### config.mk
export PLATFORM = sky130hd
export DESIGN_NAME = pipe_hazard_ctrl
export DESIGN_NICKNAME = d
export VERILOG_FILES = /design/src/rtl/pipe_hazard_ctrl.sv
export SDC_FILE = /design/constraint.sdc
export NUM_CORES = 1
export LEC_CHECK = 0
export ABC_AREA = 1
export CORE_MARGIN = 2
export CORE_UTILIZATION = 38
export DETAILED_ROUTE_END_ITERATION = 7
export PLACE_DENSITY = 0.87
export SLEW_MARGIN = 20
export SYNTH_ARGS = -nofsm -noshare
export SYNTH_HDL_FRONTEND = slang
export SYNTH_SLANG_ARGS = --single-unit
### constraint.sdc
create_clock -name i_clk -period 3.94 [get_ports i_clk]
set_input_delay 0.788 -clock i_clk [delete_from_list [all_inputs] [get_ports i_clk]]
set_output_delay 0.788 -clock i_clk [all_outputs]
set_load 0.005 [all_outputs]
### src/rtl/pipe_hazard_ctrl.sv
// pipe_hazard_ctrl: central stall/flush controller for the 5-stage MIPS pipeline.
// Handles the post-reset drain, load-use stalls, taken branches resolved in MEM
// and a multi-cycle data memory guarded by a watchdog.
// Optional performance counters are built when HAZARD_PERF_CNT_EN is defined;
// otherwise the counter ports read constant zero.
module pipe_hazard_ctrl #(
    parameter int unsigned DRAIN_CYCLES = 4,   // 1..15
    parameter int unsigned MEM_TIMEOUT  = 16   // 2..255
) (
    input  logic        i_clk,
    input  logic        i_rst,
    input  logic [4:0]  i_ifid_rs,
    input  logic [4:0]  i_ifid_rt,
    input  logic        i_ifid_uses_rt,
    input  logic        i_idex_memread,
    input  logic [4:0]  i_idex_wreg,
    input  logic        i_exmem_branch,
    input  logic        i_exmem_zero,
    input  logic        i_exmem_memread,
    input  logic        i_exmem_memwrite,
    input  logic        i_mem_ready,
    output logic        o_pc_write,
    output logic        o_ifid_write,
    output logic        o_idex_write,
    output logic        o_exmem_write,
    output logic        o_pc_src,
    output logic        o_flush_ifid,
    output logic        o_flush_idex,
    output logic        o_flush_exmem,
    output logic        o_bubble_memwb,
    output logic        o_mem_err,
    output logic [31:0] o_stall_cnt,
    output logic [31:0] o_flush_cnt,
    output logic [31:0] o_memwait_cnt
);

    typedef enum logic [1:0] {
        ST_DRAIN    = 2'd0,
        ST_RUN      = 2'd1,
        ST_MEM_WAIT = 2'd2
    } state_t;

    localparam logic [3:0] DRAIN_LAST = 4'(DRAIN_CYCLES - 1);
    localparam logic [7:0] WAIT_LIMIT = 8'(MEM_TIMEOUT);

    state_t     r_state;
    logic [3:0] r_drain_cnt;
    logic [7:0] r_wait_cnt;
    logic       r_mem_err;

    logic w_mem_busy;
    logic w_branch;
    logic w_load_use;
    logic w_drain_out;   // drain outputs (reset or DRAIN state)
    logic w_freeze;      // whole pipeline held, MEM/WB bubbled
    logic w_resolve;     // normal RUN priority evaluation applies
    logic w_timeout;     // watchdog drops the pending access this cycle
    logic w_do_branch;
    logic w_do_lu;

    assign w_mem_busy = (i_exmem_memread | i_exmem_memwrite) & ~i_mem_ready;
    assign w_branch   = i_exmem_branch & i_exmem_zero;
    assign w_load_use = i_idex_memread & (i_idex_wreg != 5'd0) &
                        ((i_idex_wreg == i_ifid_rs) |
                         (i_ifid_uses_rt & (i_idex_wreg == i_ifid_rt)));

    // Classify the current cycle from state and inputs (Mealy decision).
    always_comb begin
        w_drain_out = 1'b0;
        w_freeze    = 1'b0;
        w_resolve   = 1'b0;
        w_timeout   = 1'b0;
        if (i_rst) begin
            w_drain_out = 1'b1;
        end else begin
            case (r_state)
                ST_DRAIN: begin
                    w_drain_out = 1'b1;
                end
                ST_RUN: begin
                    if (w_mem_busy) begin
                        w_freeze = 1'b1;
                    end else begin
                        w_resolve = 1'b1;
                    end
                end
                ST_MEM_WAIT: begin
                    if (i_mem_ready) begin
                        w_resolve = 1'b1;
                    end else if (r_wait_cnt < WAIT_LIMIT) begin
                        w_freeze = 1'b1;
                    end else begin
                        // Watchdog: give up on the access, let the pipe move on.
                        w_resolve = 1'b1;
                        w_timeout = 1'b1;
                    end
                end
                default: begin
                    w_drain_out = 1'b1;
                end
            endcase
        end
    end

    // A taken branch wins over load-use; both only act when the memory is not holding us.
    assign w_do_branch = w_resolve & w_branch;
    assign w_do_lu     = w_resolve & ~w_branch & w_load_use;

    assign o_pc_write     = w_resolve & ~w_do_lu;
    assign o_ifid_write   = w_resolve & ~w_do_lu;
    assign o_idex_write   = w_resolve;
    assign o_exmem_write  = w_resolve;
    assign o_pc_src       = w_do_branch;
    assign o_flush_ifid   = w_drain_out | w_do_branch;
    assign o_flush_idex   = w_drain_out | w_do_branch | w_do_lu;
    assign o_flush_exmem  = w_drain_out | w_do_branch;
    assign o_bubble_memwb = w_drain_out | w_freeze | w_timeout;
    assign o_mem_err      = r_mem_err;

    // Controller FSM: drain sequencing, memory-wait tracking and sticky watchdog error.
    always_ff @(posedge i_clk) begin
        if (i_rst) begin
            r_state     <= ST_DRAIN;
            r_drain_cnt <= 4'd0;
            r_wait_cnt  <= 8'd0;
            r_mem_err   <= 1'b0;
        end else begin
            case (r_state)
                ST_DRAIN: begin
                    if (r_drain_cnt == DRAIN_LAST) begin
                        r_state <= ST_RUN;
                    end else begin
                        r_drain_cnt <= r_drain_cnt + 4'd1;
                    end
                end
                ST_RUN: begin
                    if (w_freeze) begin
                        r_state    <= ST_MEM_WAIT;
                        r_wait_cnt <= 8'd1;
                    end else begin
                        r_state <= ST_RUN;
                    end
                end
                ST_MEM_WAIT: begin
                    if (w_freeze) begin
                        r_wait_cnt <= r_wait_cnt + 8'd1;
                    end else begin
                        r_state    <= ST_RUN;
                        r_wait_cnt <= 8'd0;
                        r_mem_err  <= r_mem_err | w_timeout;
                    end
                end
                default: begin
                    r_state <= ST_DRAIN;
                end
            endcase
        end
    end

`ifdef HAZARD_PERF_CNT_EN
    logic [31:0] r_stall_cnt;
    logic [31:0] r_flush_cnt;
    logic [31:0] r_memwait_cnt;

    // Performance counters; free-running wrap, idle during reset and drain.
    always_ff @(posedge i_clk) begin
        if (i_rst) begin
            r_stall_cnt   <= 32'd0;
            r_flush_cnt   <= 32'd0;
            r_memwait_cnt <= 32'd0;
        end else begin
            if (w_freeze | w_do_lu) begin
                r_stall_cnt <= r_stall_cnt + 32'd1;
            end
            if (w_do_branch) begin
                r_flush_cnt <= r_flush_cnt + 32'd1;
            end
            if (r_state == ST_MEM_WAIT) begin
                r_memwait_cnt <= r_memwait_cnt + 32'd1;
            end
        end
    end

    assign o_stall_cnt   = r_stall_cnt;
    assign o_flush_cnt   = r_flush_cnt;
    assign o_memwait_cnt = r_memwait_cnt;
`else
    assign o_stall_cnt   = 32'd0;
    assign o_flush_cnt   = 32'd0;
    assign o_memwait_cnt = 32'd0;
`endif

endmodule

[Word-level counts from Yosys, hierarchy flattened]
Index checks and enable logic that the tools add are counted.
Storage, ports and cells
  register bits after elaboration: 15
  bits of input ports: 24
Cells by class
  muxes and demuxes: 22
  equal/unequal tests: 8
  reductions and logical operators: 8
  bitwise logic cells: 21
  $add $sub $neg: 2
  order comparisons: 1
Operator list (number)
  $mux W8: 2
  $pmux W8 S2: 1
  $mux W1: 13
  $eq A5 B5 Y1: 2
  $and A1 B1 Y1: 9
  $add A8 B1 Y8 const B: 1
  $lt A8 B5 Y1 const B: 1
  $reduce_and A2 Y1: 4
  $or A1 B1 Y1: 7
  $mux W2: 3
  $ne A2 B2 Y1 const B: 3
  $pmux W2 S3: 1
  $not A1 Y1: 5
  $reduce_bool A5 Y1: 1
  $add A4 B1 Y4 const B: 1
  $eq A4 B2 Y1 const B: 1
  $pmux W1 S2: 2
  $eq A2 B1 Y1 const B: 1
  $eq A2 B2 Y1 const B: 1
  $logic_not A2 Y1: 1
  $reduce_bool A2 Y1: 1
  $reduce_or A2 Y1: 1

[Depth between registers and ports, before layout]
Gate-level depths: netlist of run 1.
  depth in word-level cells: 9
  depth in mapped cells: 10

[Worst setup path before layout of run 1]
OpenSTA, ideal clock, no wires.
  path type: input -> output
  start: in i_rst
  end: out o_flush_ifid
  path slack: 1582 ps
  cell stages on the path: 8
  buffers on the path: 1
  data arrival time: 1570 ps
  cells stage by stage: inv_2 > nand2_1 > inv_1 > nand2_1 > nor2_1 > nor2_1 > inv_1 > buf_4
On the way
  word-level cells in the longest chain between the ends: 3
  elaborated cells on any way between the ends: 4
Ends and longest elaborated chain
  from (decl): line 11  | input logic i_rst,
  $mux W1: line 73  | if (i_rst) begin
  $and A1 B1 Y1: line 106  | assign w_do_branch = w_resolve & w_branch;
  via o_pc_src: line 26  | output logic o_pc_src,
  $or A1 B1 Y1
  to (decl): line 27  | output logic o_flush_ifid,
The timed path passes the listed nets, and every way through them passes these cells.

[Worst setup path after layout of run 1]
  start: in i_idex_wreg[1]
  end: out o_ifid_write
On the way
  word-level cells in the longest chain between the ends: 7
  elaborated cells on any way between the ends: 10
Ends and longest elaborated chain
  from (decl): line 16  | input logic [4:0] i_idex_wreg,
  $eq A5 B5 Y1: line 65  | (i_ifid_uses_rt & (i_idex_wreg == i_ifid_rt)));
  $and A1 B1 Y1: line 65
  $or A1 B1 Y1: line 64  | ((i_idex_wreg == i_ifid_rs) |
  $and A1 B1 Y1 *: line 63  | assign w_load_use = i_idex_memread & (i_idex_wreg != 5'd0) &
  $and A1 B1 Y1 *: line 107  | assign w_do_lu = w_resolve & ~w_branch & w_load_use;
  $not A1 Y1 *: line 110  | assign o_ifid_write = w_resolve & ~w_do_lu;
  $and A1 B1 Y1 *: line 110
  to (decl): line 23  | output logic o_ifid_write,
Every way passes the cells marked *; elsewhere a longest branch is shown, timed or not.

==> results of run 1 <==
-- where the power goes --
part | internal (W) | leakage (nW) | switching, W
logic | 0.000105 | 0.825 | 0.000150
registers | 0.000172 | 0.122 | 0.0000189
clock network | 0.0000718 | 0.0228 | 0.0000553
-- worst max-delay path by stage --
stage	start	endpoint	slack, ns	cells after the start
global route	i_rst	o_flush_exmem	0.42	9
global placement	i_rst	o_flush_idex	0.59	9
floorplan	i_rst	o_flush_ifid	1.58	8
detailed placement	i_rst	o_flush_idex	0.57	9
CTS	i_rst	o_flush_idex	0.58	9
finish	i_idex_wreg[1]	o_ifid_write	0.61	8
-- state kept, by name (all words and copies together), names as in the netlist --
| signal | count |
|---|---|
| r_wait_cnt | 8 |
| r_drain_cnt | 4 |
| o_mem_err | 1 |
| r_state | 2 |
-- layout make-up --
| cell class | instances | area (sq um) |
|---|---|---|
| Clock buffer | 4 | 45.0 |
| Fill cell | 492 | 2790 |
| Multi-Input combinational cell | 220 | 1060 |
| Sequential cell | 15 | 300 |
| Inverter | 23 | 86.3 |
| Tap cell | 54 | 67.6 |
| Timing Repair Buffer | 34 | 338 |
-- stage by stage --
stage | power (W) | instance area, sq um | util (%)
after global routing | 0.000621 | 1900 | 40.5
final | 0.000573 | 1900 | 40.5
after global placement | 0.000439 | 1860 | 39.6
after floorplan | 0.000437 | 2200 | -
after detailed placement | 0.000449 | 1860 | 39.6
after CTS | 0.000577 | 1900 | 40.5
-- routing by layer --
metal	GRT usage [%]	vias up	share of wire, %
met4	4.85	0	1.4
met1	11.7	626	41
met5	0	-	0
met2	18.8	65	49
li1	-	696	-
met3	3.29	3	8.8
-- cell families after synthesis --
logic type | Yosys count | share of synthesized area [%]
simple gates | 82 | 20.8
flops | 15 | 16.3
xor+xnor | 11 | 5.22
other cells | 1 | 0.203
fa+ha+maj | 6 | 4.06
compound gates | 25 | 8.06
buf+inv | 124 | 45.4
-- worst max-delay path: cells and delay by family --
family	cells	cell delay (ns)
buffers and inverters	3	1.13
AO/OA/AOI/OAI	3	0.49
AND/OR/NAND/NOR	2	0.14
-- layout by cell type (no fill, tap or decap) --
cell type and instances:
xor2_1 6, o21ai_0 8, dfxtp_1 15, o31ai_4 1, nand3_1 13, buf_4 1
a21oi_1 13, nand4_1 4, inv_1 22, nand2_2 2, ha_1 6, nor3b_1 1
nor3_1 2, conb_1 96, clkdlybuf4s50_1 33, a21oi_2 1, o22ai_1 1, nor2_2 1
clkbuf_8 3, xnor2_1 5, nand2_4 3, nand2_1 30, clkbuf_1 1, nor4_1 1
a21o_1 1, or2_2 1, nor2_1 23, inv_2 1, nand4_2 1
==> impl_metrics.csv, run 1 <==
group,metric,value,unit
sta,period_needed,3.33,ns
critical_path,critical_path_class,"input port to primary output",
synthesis,synth_top_area_cell,"buf_4",
sta,finClkSkew,0.000775,ns
clocking,clk_latency,0.25,ns
outcome,status,"finished clean",
cells_and_area,drive_above_1_share,5.07,%
clocking,cts_resized,0,
clocking,cts.clk_slew.worst_paths,0.06,ns
cells_and_area,nets,327,
grt,overflow,0,
min_path,min_to,"o_mem_err",
pwr,leakagePower,0.970,nW
die,die_h,73.7,um
sta,holdWs,0.488,ns
clocking,clockRootBuffer,"clkbuf_8",
grt,grt_pass1_vias,1101,
die,start_util,39.4,%
synthesis,syn_area,1850,sq um
clocking,tritoncts.num_buffers,3,
drt,routed_via_density,3.97,
critical_path,r2r_cells,6,
min_path,hp-start,"o_mem_err",
critical_path,r2r-start,"r_state[0]",
synthesis,synth.ff_latch_count,15,
placed_design,place_ws,0.575,ns
clocking,cts_tree,"yes",
drt,num_vias,1390,
cells_and_area,stdcell_count,350,
clocking,cts_max_level,1,
min_path,hold_class,"register to register",
synthesis,syn_inst,264,
min_path,holdPathStages,2,
placed_design,place_congestion,0.859,
sta,finalWorstSetupSlack,0.608,ns
drt,drt_iter0_markers,40,
critical_path,crit_arrival,2.54,ns
grt,antenna_found_initial,0,
synthesis,yosysSeqAreaShare,16.3,%
die,rows,25,
grt,grt_max_degree,12,
critical_path,crit_fanout,3,
critical_path,cp-start-kind,"input port",
critical_path,endpoint_kind,"primary output",
synthesis,synth.most_common_cell,"buf_4",
critical_path,crit_slowest_cell,"clkdlybuf4s50_1",
pwr,ir_drop,104,uV
drt,drt-pass1-iter-count,4,
clocking,cts_hold_buf,0,
sta,fmax,300,MHz
sta,finalHoldViolations,0,
die,core,4690,sq um
critical_path,cp.required,3.15,ns
cells_and_area,area_growth_syn_to_layout,2.98,%
sta,finalCritPeriodShare,84.6,%
clocking,clock-sinks,15,
critical_path,r2r-end,"r_wait_cnt[2]",
drt,drtAntennaViolNets,0,
critical_path,r2r_slack,2.30,ns
sta,setup_viol,0,
grt,grt_pass1_wl,4.47,mm
pwr,power_density,302,nW/um^2
placed_design,placed_cells,346,
die,dieArea,5430,sq um
sta,slew_violations,0,
synthesis,syn-mean-instance-area,7.00,sq um
drt,drc_errors,0,
synthesis,synth_commonest_cells,"buf_4 (99), nand2_1 (30), nor2_1 (23)",
run,max-cap-violations,0,
die,die_w,73.7,um
sta,rsz0062_at_grt,"false",
placed_design,hpwl,2.61,mm
synthesis,yosysWarnings,0,
synthesis,synth_ff_type,"dfxtp_1",
drt,wl_per_cell,8.75,um
synthesis,synth_cell_types,28,
clocking,post-cts-setup-buffers,0,
sta,setup_tns,0,ns
drt,drt-total-wl,3.06,mm
clocking,clockBufferDepth,2,
critical_path,slowest_delay,0.55,ns
placed_design,numPortBuffers,33,
synthesis,netlist.area_leader.share,40.2,%
synthesis,async_flop_share,0,%
cells_and_area,n_antenna_cell,0,
die,io-pin-count,130,
grt,grt_use_total,10.7,%
synthesis,yosys-top-cells-area,"buf_4 (40%), dfxtp_1 (16%), nand2_1 (6.1%), nor2_1 (4.7%), inv_1 (4.5%)",
critical_path,crit_chain,"clkdlybuf4s50_1, inv_1, o21ai_0, nor2_1, nand4_1, o21ai_0, a21oi_1, clkdlybuf4s50_1",
synthesis,synth_edf_count,0,
Note: power is estimated with default switching activity, not from simulation.
==> inputs of run 2 (changes only) <==
--- a/config.mk
+++ b/config.mk
@@ -7,9 +7,9 @@
 export LEC_CHECK = 0
 export ABC_AREA = 1
 export CORE_MARGIN = 2
-export CORE_UTILIZATION = 38
+export CORE_UTILIZATION = 36
 export DETAILED_ROUTE_END_ITERATION = 7
-export PLACE_DENSITY = 0.87
+export PLACE_DENSITY = 0.83
 export SLEW_MARGIN = 20
 export SYNTH_ARGS = -nofsm -noshare
 export SYNTH_HDL_FRONTEND = slang
==> constraint.sdc (replaced) <==
create_clock -name i_clk -period 3.3 [get_ports i_clk]
set_input_delay 0.66 -clock i_clk [delete_from_list [all_inputs] [get_ports i_clk]]
set_output_delay 0.66 -clock i_clk [all_outputs]
set_load 0.005 [all_outputs]
==> run 2 against run 1 <==
Die area up 5.2%. Global-route usage up 0.11 points. Cell count up 4.9%. Worst setup slack worse by 0.36 ns. Flip-flop and latch count unchanged. Critical path depth unchanged. Utilization down 2.3 points. Critical endpoint is now o_flush_idex.
==> impl_metrics.csv, run 2 (synthesis gave the netlist of run 1 again) <==
group,metric,value,unit
drt,drt_iter0_markers,43,
clocking,cts_tree,"yes",
run,max-cap-violations,0,
min_path,hp-start,"r_wait_cnt[1]",
placed_design,hpwl,2.68,mm
sta,setup_tns,0,ns
critical_path,crit_slowest_cell,"clkdlybuf4s50_1",
critical_path,cp.required,2.64,ns
cells_and_area,drive_above_1_share,5.39,%
clocking,clock-sinks,15,
drt,drt-pass1-iter-count,4,
sta,finalHoldViolations,0,
critical_path,crit_fanout,3,
die,io-pin-count,130,
critical_path,r2r_slack,1.62,ns
pwr,power_density,356,nW/um^2
cells_and_area,n_antenna_cell,0,
clocking,cts_hold_buf,0,
drt,num_vias,1416,
cells_and_area,final_common_cell,"conb_1",
sta,fmax,328,MHz
min_path,hold_class,"register to register",
clocking,tritoncts.num_buffers,3,
die,die_w,75.6,um
clocking,cts.clk_slew.worst_paths,0.06,ns
drt,drt-total-wl,3.19,mm
sta,finClkSkew,0.00589,ns
cells_and_area,fin_util,38.3,%
pwr,total_power,0.000687,W
cells_and_area,nFillCells,530,
die,start_util,36.6,%
cells_and_area,largest_register_ffs,8,
cells_and_area,area_growth_syn_to_layout,4.47,%
sta,finalCritPeriodShare,92.3,%
critical_path,crit_chain,"clkdlybuf4s50_1, xor2_1, nor2_1, nand3_1, o21ai_0, nand3_1, nand2_1, clkdlybuf4s50_1",
clocking,post-cts-setup-buffers,0,
grt,grt_max_degree,12,
die,rows,26,
grt,grt_pass1_vias,1208,
cells_and_area,largest_register,"r_wait_cnt",
critical_path,cp-startpoint,"i_idex_wreg[4]",
critical_path,path_buf_inv,2,
drt,drtAntennaViolNets,0,
sta,rsz0062_at_grt,"false",
critical_path,crit_arrival,2.39,ns
sta,period_needed,3.05,ns
critical_path,r2r-start,"r_state[0]",
critical_path,cp-start-kind,"input port",
die,die_h,75.6,um
grt,overflow,0,
grt,grt_use_total,10.8,%
die,core,5040,sq um
critical_path,cp.depth,8,
drt,drc_errors,0,
drt,routed_via_density,3.86,
drt,wl_per_cell,8.68,um
cells_and_area,nets,328,
grt,antenna_found_initial,0,
sta,slew_violations,0,
critical_path,endpoint_kind,"primary output",
cells_and_area,final_cell_mix,"conb_1 (96), clkdlybuf4s50_1 (33), nand2_1 (30)",
placed_design,place_congestion,0.798,
clocking,clk_latency,0.25,ns
clocking,cts_resized,0,
critical_path,r2r_cells,9,
placed_design,numPortBuffers,33,
critical_path,cp_top_family,"buffers and inverters",
clocking,clockRootBuffer,"clkbuf_8",
grt,grt_pass1_wl,4.64,mm
sta,setup_viol,0,
pwr,ir_drop,153,uV
critical_path,critical_path_class,"input port to primary output",
pwr,leakagePower,0.975,nW
min_path,holdPathStages,2,
cells_and_area,biggestRegsByFlops,"r_wait_cnt: 8 flops, r_drain_cnt: 4 flops, r_state: 2 flops",
critical_path,slowest_delay,0.49,ns
clocking,clockBufferDepth,2,
clocking,cts_max_level,1,
outcome,status,"finished clean",
die,dieArea,5720,sq um
## run 2: cell count changes in the layout (fill, tap and decap cells not counted)
cell,change
buf_4,+1
## run 2: metal layers
layer  GRT usage [%]  share of wire (%)
met2            21.1                 49
met5               0                  0
met3            3.04                 11
met4            5.26                1.9
met1            10.3                 37
## run 2: path summary, 6_finish.rpt
check             endpoint
max           o_flush_idex
min reg2reg  r_wait_cnt[1]
max reg2reg  r_wait_cnt[0]
min          r_wait_cnt[1]
## run 2: where the power goes
part / switching (W) / internal (W)
clock network: 0.0000671 / 0.0000857
logic: 0.000179 / 0.000127
registers: 0.0000228 / 0.000205
## run 2: layout make-up
type                       count  area [sq um]  area share, %
timing repair buffer          35           345           17.9
inverter                      23          86.3           4.47
sequential                    15           300           15.6
clock buffer                   4          45.0           2.33
multi-input combinational    220          1060           55.2
tap                           70          87.6           4.54
## run 2: through the flow
| step | setup slack (ns) | instances | area [sq um] | hold WS (ns) |
|---|---|---|---|---|
| floorplan | 1.18 | 359 | 2200 | 0.447 |
| global placement | 0.275 | 363 | 1880 | 0.457 |
| detailed placement | 0.237 | 363 | 1880 | 0.465 |
| CTS | 0.225 | 367 | 1930 | 0.485 |
| global route | 0.129 | 367 | 1930 | 0.514 |
| finish | 0.253 | 367 | 1930 | 0.483 |
## run 2: worst register-to-register path, stage by stage, from the launching register on
cell     delay (ns)
dfxtp_1        0.33
inv_1          0.11
ha_1           0.41
nand4_2        0.19
nand2_2        0.12
nand2_4        0.08
nand2_4        0.08
nand2_4        0.08
nor2_1         0.12
nor2_1         0.05
==> inputs of run 3 (changes only) <==
--- a/config.mk
+++ b/config.mk
@@ -6,7 +6,6 @@
 export NUM_CORES = 1
 export LEC_CHECK = 0
 export ABC_AREA = 1
-export CORE_MARGIN = 2
 export CORE_UTILIZATION = 36
 export DETAILED_ROUTE_END_ITERATION = 7
 export PLACE_DENSITY = 0.83
==> run 3 against run 2 <==
Critical path depth is the same. Hold slack better by 0.013 ns. Combinational power shrank 1%. Cell area decreased by 0.58%. Register-to-register slack improved by 0.02 ns. Die area shrank 5.2%. Sequential share of layout area is 0.091 points higher. Cell count down 1.1%. Global-route usage fell by 0.14 points. Via count shrank 3.4%. Sequential power about the same. Flip-flop and latch count stayed put. Largest power group unchanged.
==> impl_metrics.csv, run 3 (synthesis gave the netlist of run 1 again) <==
group,metric,value,unit
outcome,status,"finished clean",
pwr,power_density,353,nW/um^2
pwr,power.net_switching,0.000261,W
critical_path,endpoint_kind,"primary output",
clocking,cts_tree,"yes",
sta,setup_tns,0,ns
grt,grt_max_degree,12,
cells_and_area,area_growth_syn_to_layout,3.86,%
pwr,ir_drop,119,uV
critical_path,cp-start-kind,"input port",
pwr,combPwrFrac,44.5,%
grt,grt_pass1_vias,1088,
drt,drt-total-wl,2.92,mm
clocking,clockRootBuffer,"clkbuf_8",
cells_and_area,final_common_cell,"conb_1",
sta,finClkSkew,0.000685,ns
placed_design,hpwl,2.49,mm
critical_path,crit_fanout,3,
sta,setup_viol,0,
clocking,clk_latency,0.25,ns
critical_path,cp.required,2.64,ns
clocking,clock-sinks,15,
drt,wl_per_cell,8.04,um
critical_path,crit_slowest_cell,"clkdlybuf4s50_1",
sta,rsz0062_at_grt,"false",
critical_path,crit_chain,"clkdlybuf4s50_1, xor2_1, nor2_1, nand3_1, o21ai_0, nand3_1, nand2_1, clkdlybuf4s50_1",
drt,drt-pass1-iter-count,4,
clocking,cts_hold_buf,0,
pwr,leakagePower,0.970,nW
placed_design,placed_cells,359,
clocking,tritoncts.num_buffers,3,
cells_and_area,largest_register_ffs,8,
clocking,cts_max_level,1,
cells_and_area,biggestRegsByFlops,"r_wait_cnt: 8 flops, r_drain_cnt: 4 flops, r_state: 2 flops",
placed_design,dpl_cell_area,1870,sq um
cells_and_area,stdcell_count,363,
sta,finalHoldViolations,0,
sta,fmax,325,MHz
drt,drtAntennaViolNets,0,
cells_and_area,stdcell_area,1920,sq um
die,rows,25,
pwr,p_int,0.000417,W
die,start_util,38.3,%
clocking,clockBufferDepth,2,
die,die_w,73.6,um
critical_path,slowest_delay,0.49,ns
critical_path,crit_arrival,2.41,ns
sta,slew_violations,0,
drt,drc_errors,0,
pwr,p_sw_share,38.5,%
run,max-cap-violations,0,
critical_path,r2r_slack,1.64,ns
pwr,pwr-share-clk,21.8,%
drt,routed_via_density,3.77,
cells_and_area,largest_register,"r_wait_cnt",
critical_path,critical_path_class,"input port to primary output",
cells_and_area,n_antenna_cell,0,
grt,grt_pass1_wl,4.48,mm
cells_and_area,drive_above_1_share,5.07,%
placed_design,place_congestion,0.753,
grt,antenna_found_initial,0,
clocking,cts_resized,0,
die,io-pin-count,130,
die,core,4820,sq um
grt,grt_use_total,10.7,%
die,dieArea,5420,sq um
drt,drt_iter0_markers,47,
sta,holdWs,0.496,ns
cells_and_area,nets,327,
pwr,pwr-share-seq,33.6,%
sta,finalCritPeriodShare,93.1,%
cells_and_area,nFillCells,511,
sta,period_needed,3.07,ns
die,die_h,73.6,um
cells_and_area,final_cell_mix,"conb_1 (96), clkdlybuf4s50_1 (33), nand2_1 (30)",
placed_design,numPortBuffers,33,
min_path,hold_class,"register to register",
clocking,post-cts-setup-buffers,0,
grt,overflow,0,
clocking,cts.clk_slew.worst_paths,0.06,ns
drt,num_vias,1368,
==> run 3: power groups by stage <==
stage	Combinational [W]	Sequential, W	Clock (W)
3_5_place_dp	0.000301	0.000231	0
4_1_cts	0.000303	0.000228	0.000153
6_report	0.000302	0.000228	0.000148
3_3_place_gp	0.000296	0.000230	0
5_1_grt	0.000346	0.000234	0.000164
2_1_floorplan	0.000295	0.000227	0
==> run 3: worst paths after layout <==
| path | cells after the start | start | end |
|---|---|---|---|
| worst min-delay path | 2 | r_wait_cnt[1] | r_wait_cnt[1] |
| worst max-delay path | 8 | i_idex_wreg[4] | o_flush_idex |
| worst max register to register | 6 | r_state[0] | r_wait_cnt[2] |
| worst min register to register | 2 | r_wait_cnt[1] | r_wait_cnt[1] |
==> run 3: per-stage QoR <==
step	setup WS, ns	utilization (%)	power [W]
2_1_floorplan	1.18	-	0.000522
3_3_place_gp	0.231	38.9	0.000525
3_5_place_dp	0.210	38.9	0.000533
4_1_cts	0.208	39.8	0.000684
5_1_grt	0.0569	39.8	0.000744
6_report	0.227	39.8	0.000678
==> run 3: worst max-delay path, delay by kind of cell <==
family	cells	cell delay [ns]
AO/OA/AOI/OAI	1	0.26
AND/OR/NAND/NOR	4	0.34
XOR/XNOR	1	0.18
buffers and inverters	2	0.96
==> run 3: routing by layer <==
metal | part of all wire [%] | wire length (um) | vias to the layer above | global-route usage [%]
met5 | 0 | 0 | - | 0
met4 | 1.6 | 46 | 0 | 5.56
met3 | 9.5 | 277 | 5 | 3.02
met2 | 48 | 1410 | 70 | 18.5
met1 | 41 | 1190 | 598 | 11.8
li1 | - | - | 695 | -
==> run 3: area by class of cell <==
cell class / count / area, sq um / share of cell area, %
multi-input cells: 220 / 1060 / 55.5
repair buffers: 34 / 338 / 17.6
flip-flops and latches: 15 / 300 / 15.7
inverters: 23 / 86.3 / 4.50
well taps: 67 / 83.8 / 4.37
clock buffers: 4 / 45.0 / 2.35
==> RTL edit (settings of run 3) <==
Re-encode `state_t` (3 states) as one-hot, 3 bits wide.
--- a/src/rtl/pipe_hazard_ctrl.sv
+++ b/src/rtl/pipe_hazard_ctrl.sv
@@ -35,8 +35,8 @@
 );
 
-    typedef enum logic [1:0] {
-        ST_DRAIN    = 2'd0,
-        ST_RUN      = 2'd1,
-        ST_MEM_WAIT = 2'd2
+    typedef enum logic [2:0] {
+        ST_DRAIN    = 3'b001,
+        ST_RUN      = 3'b010,
+        ST_MEM_WAIT = 3'b100
     } state_t;
 
Check against the original RTL: no difference found for any inputs over 10 cycles, from zero or initial values and one cycle with i_rst high; not proved beyond that.
==> RTL edit against run 3 <==
The flow now finishes with violations (design-rule violations); setup slack improved by 23 ps; final area is 6.8% lower; sequential cell count increased by 1; power shrank 15%; clock power rose by 14%; synthesized area is 6.9% lower; routed wire length shrank 12%; critical path depth stayed put; die area decreased by 6.7%; critical endpoint unchanged.
==> RTL edit: results (changes against run 3) <==
outcome=finished, violations left; failing checks=design-rule violations; ys flop type=dfxtp_1; WP data arrival=2390 ps (-20 ps); # DRC=13 (+13); met1 usage=10.1% (-1.8 points); worst setup path start=i_idex_wreg[1]; cts repair resizes=0 (unchanged); Vias/cell=3.71 (-1.6%); layout filler cell count=458 (-10%); Reg-to-Reg Start=r_state[2]$_SDFFE_PP0P_; Initial DRC Count=69 (+47%); hpwl dp=2280 um (-8.4%); Routed met2 length=1340 um (-4.5%); Synth Area in Adders=1.46% (-2.6 points); clock period minus worst slack=3050 ps (-22.5 ps); Bufs on Longest Clock Path=2 (unchanged); Top Registers=r_wait_cnt (8), r_drain_cnt (4), r_state (3); Placement Setup Slack=242 ps (+31.9 ps); top layer in use=met4; met3 WL=254 um (-8.3%); total track usage=9.89% (-0.79 points); setup TNS=0 ps (unchanged); final hold slack=438 ps (-58.6 ps); sequential-to-total area share from yosys stat=18.6% (+2.4 points); post-synthesis compound-gate area fraction=6.70% (-1.4 points); hold wc startpoint=r_wait_cnt[7]$_SDFFE_PP0P_; largest net degree at the start of global routing=13 (+1); Synth Area per Inst=7.19 um^2 (+2.8%); Final Non-Filler Cells=324 (-11%); critical path fanouts, max=3 (unchanged); share of layout cells above drive strength 1=10.3% (+5.2 points); first drt pass iteration count=6 (+2); number of clock buffers inserted by TritonCTS=3 (unchanged); Pleak=0.000901 uW (-7.1%); Sw Ratio=32.5% (-6.0 points); placed cell areas=1730 um^2 (-7.5%); Hold Path End=r_wait_cnt[7]$_SDFFE_PP0P_; WL final=2570 um (-12%); Routability Congestion=0.769 (+2.0%); met2 usage=18.7% (+0.25 points); R2R Setup Slk=2040 ps (+400 ps); final net count=299 (-8.6%); met3 usage=2.99% (-0.026 points); Post-synth top cells=buf_4, nand2_1, nor2_1; Area contributors post-synth=buf_4, dfxtp_1, nand2_1; global-route wire length before repair=3890 um (-13%); worst IR drop on VDD=0.145 mV (+22%); Final Skew=1.77 ps (+1.08 ps); number of global-route vias before repair=932 (-14%); Yosys cell types=29 (+3.6%); capturing point of the worst reg2reg path=r_drain_cnt[2]$_SDFFE_PP0P_; XOR/XNOR Fraction of Synth Area=3.06% (-2.2 points); M1 WL=940 um (-21%)
==> RTL edit: cell types whose count changed after synthesis, sizes merged, moves of 3 or more <==
cell / before / now
nand2: 35 / 31
ha: 6 / 2
a21oi: 14 / 9
xnor2: 5 / 1
inv: 23 / 20
nand4: 5 / 0
==> RTL edit: logic make-up after synthesis <==
group / Yosys count
buf+inv: 121
simple gates: 72
compound gates: 21
flops: 16
xor+xnor: 6
fa+ha+maj: 2
other cells: 1
==> RTL edit: layout make-up <==
class	instances	area, um^2	area share, %
Timing Repair Buffer	34	338	18.9
Tap cell	52	65.1	3.64
Sequential cell	16	320	17.9
Multi-Input combinational cell	197	930	52.0
Inverter	21	78.8	4.41
Clock buffer	4	55.1	3.08
==> RTL edit: power groups by stage <==
stage | sequential [uW] | clock (uW) | combinational (uW)
floorplan | 230 | 0 | 209
CTS | 229 | 176 | 180
finish | 229 | 168 | 182
global placement | 232 | 0 | 175
global route | 232 | 184 | 207
detailed placement | 233 | 0 | 180
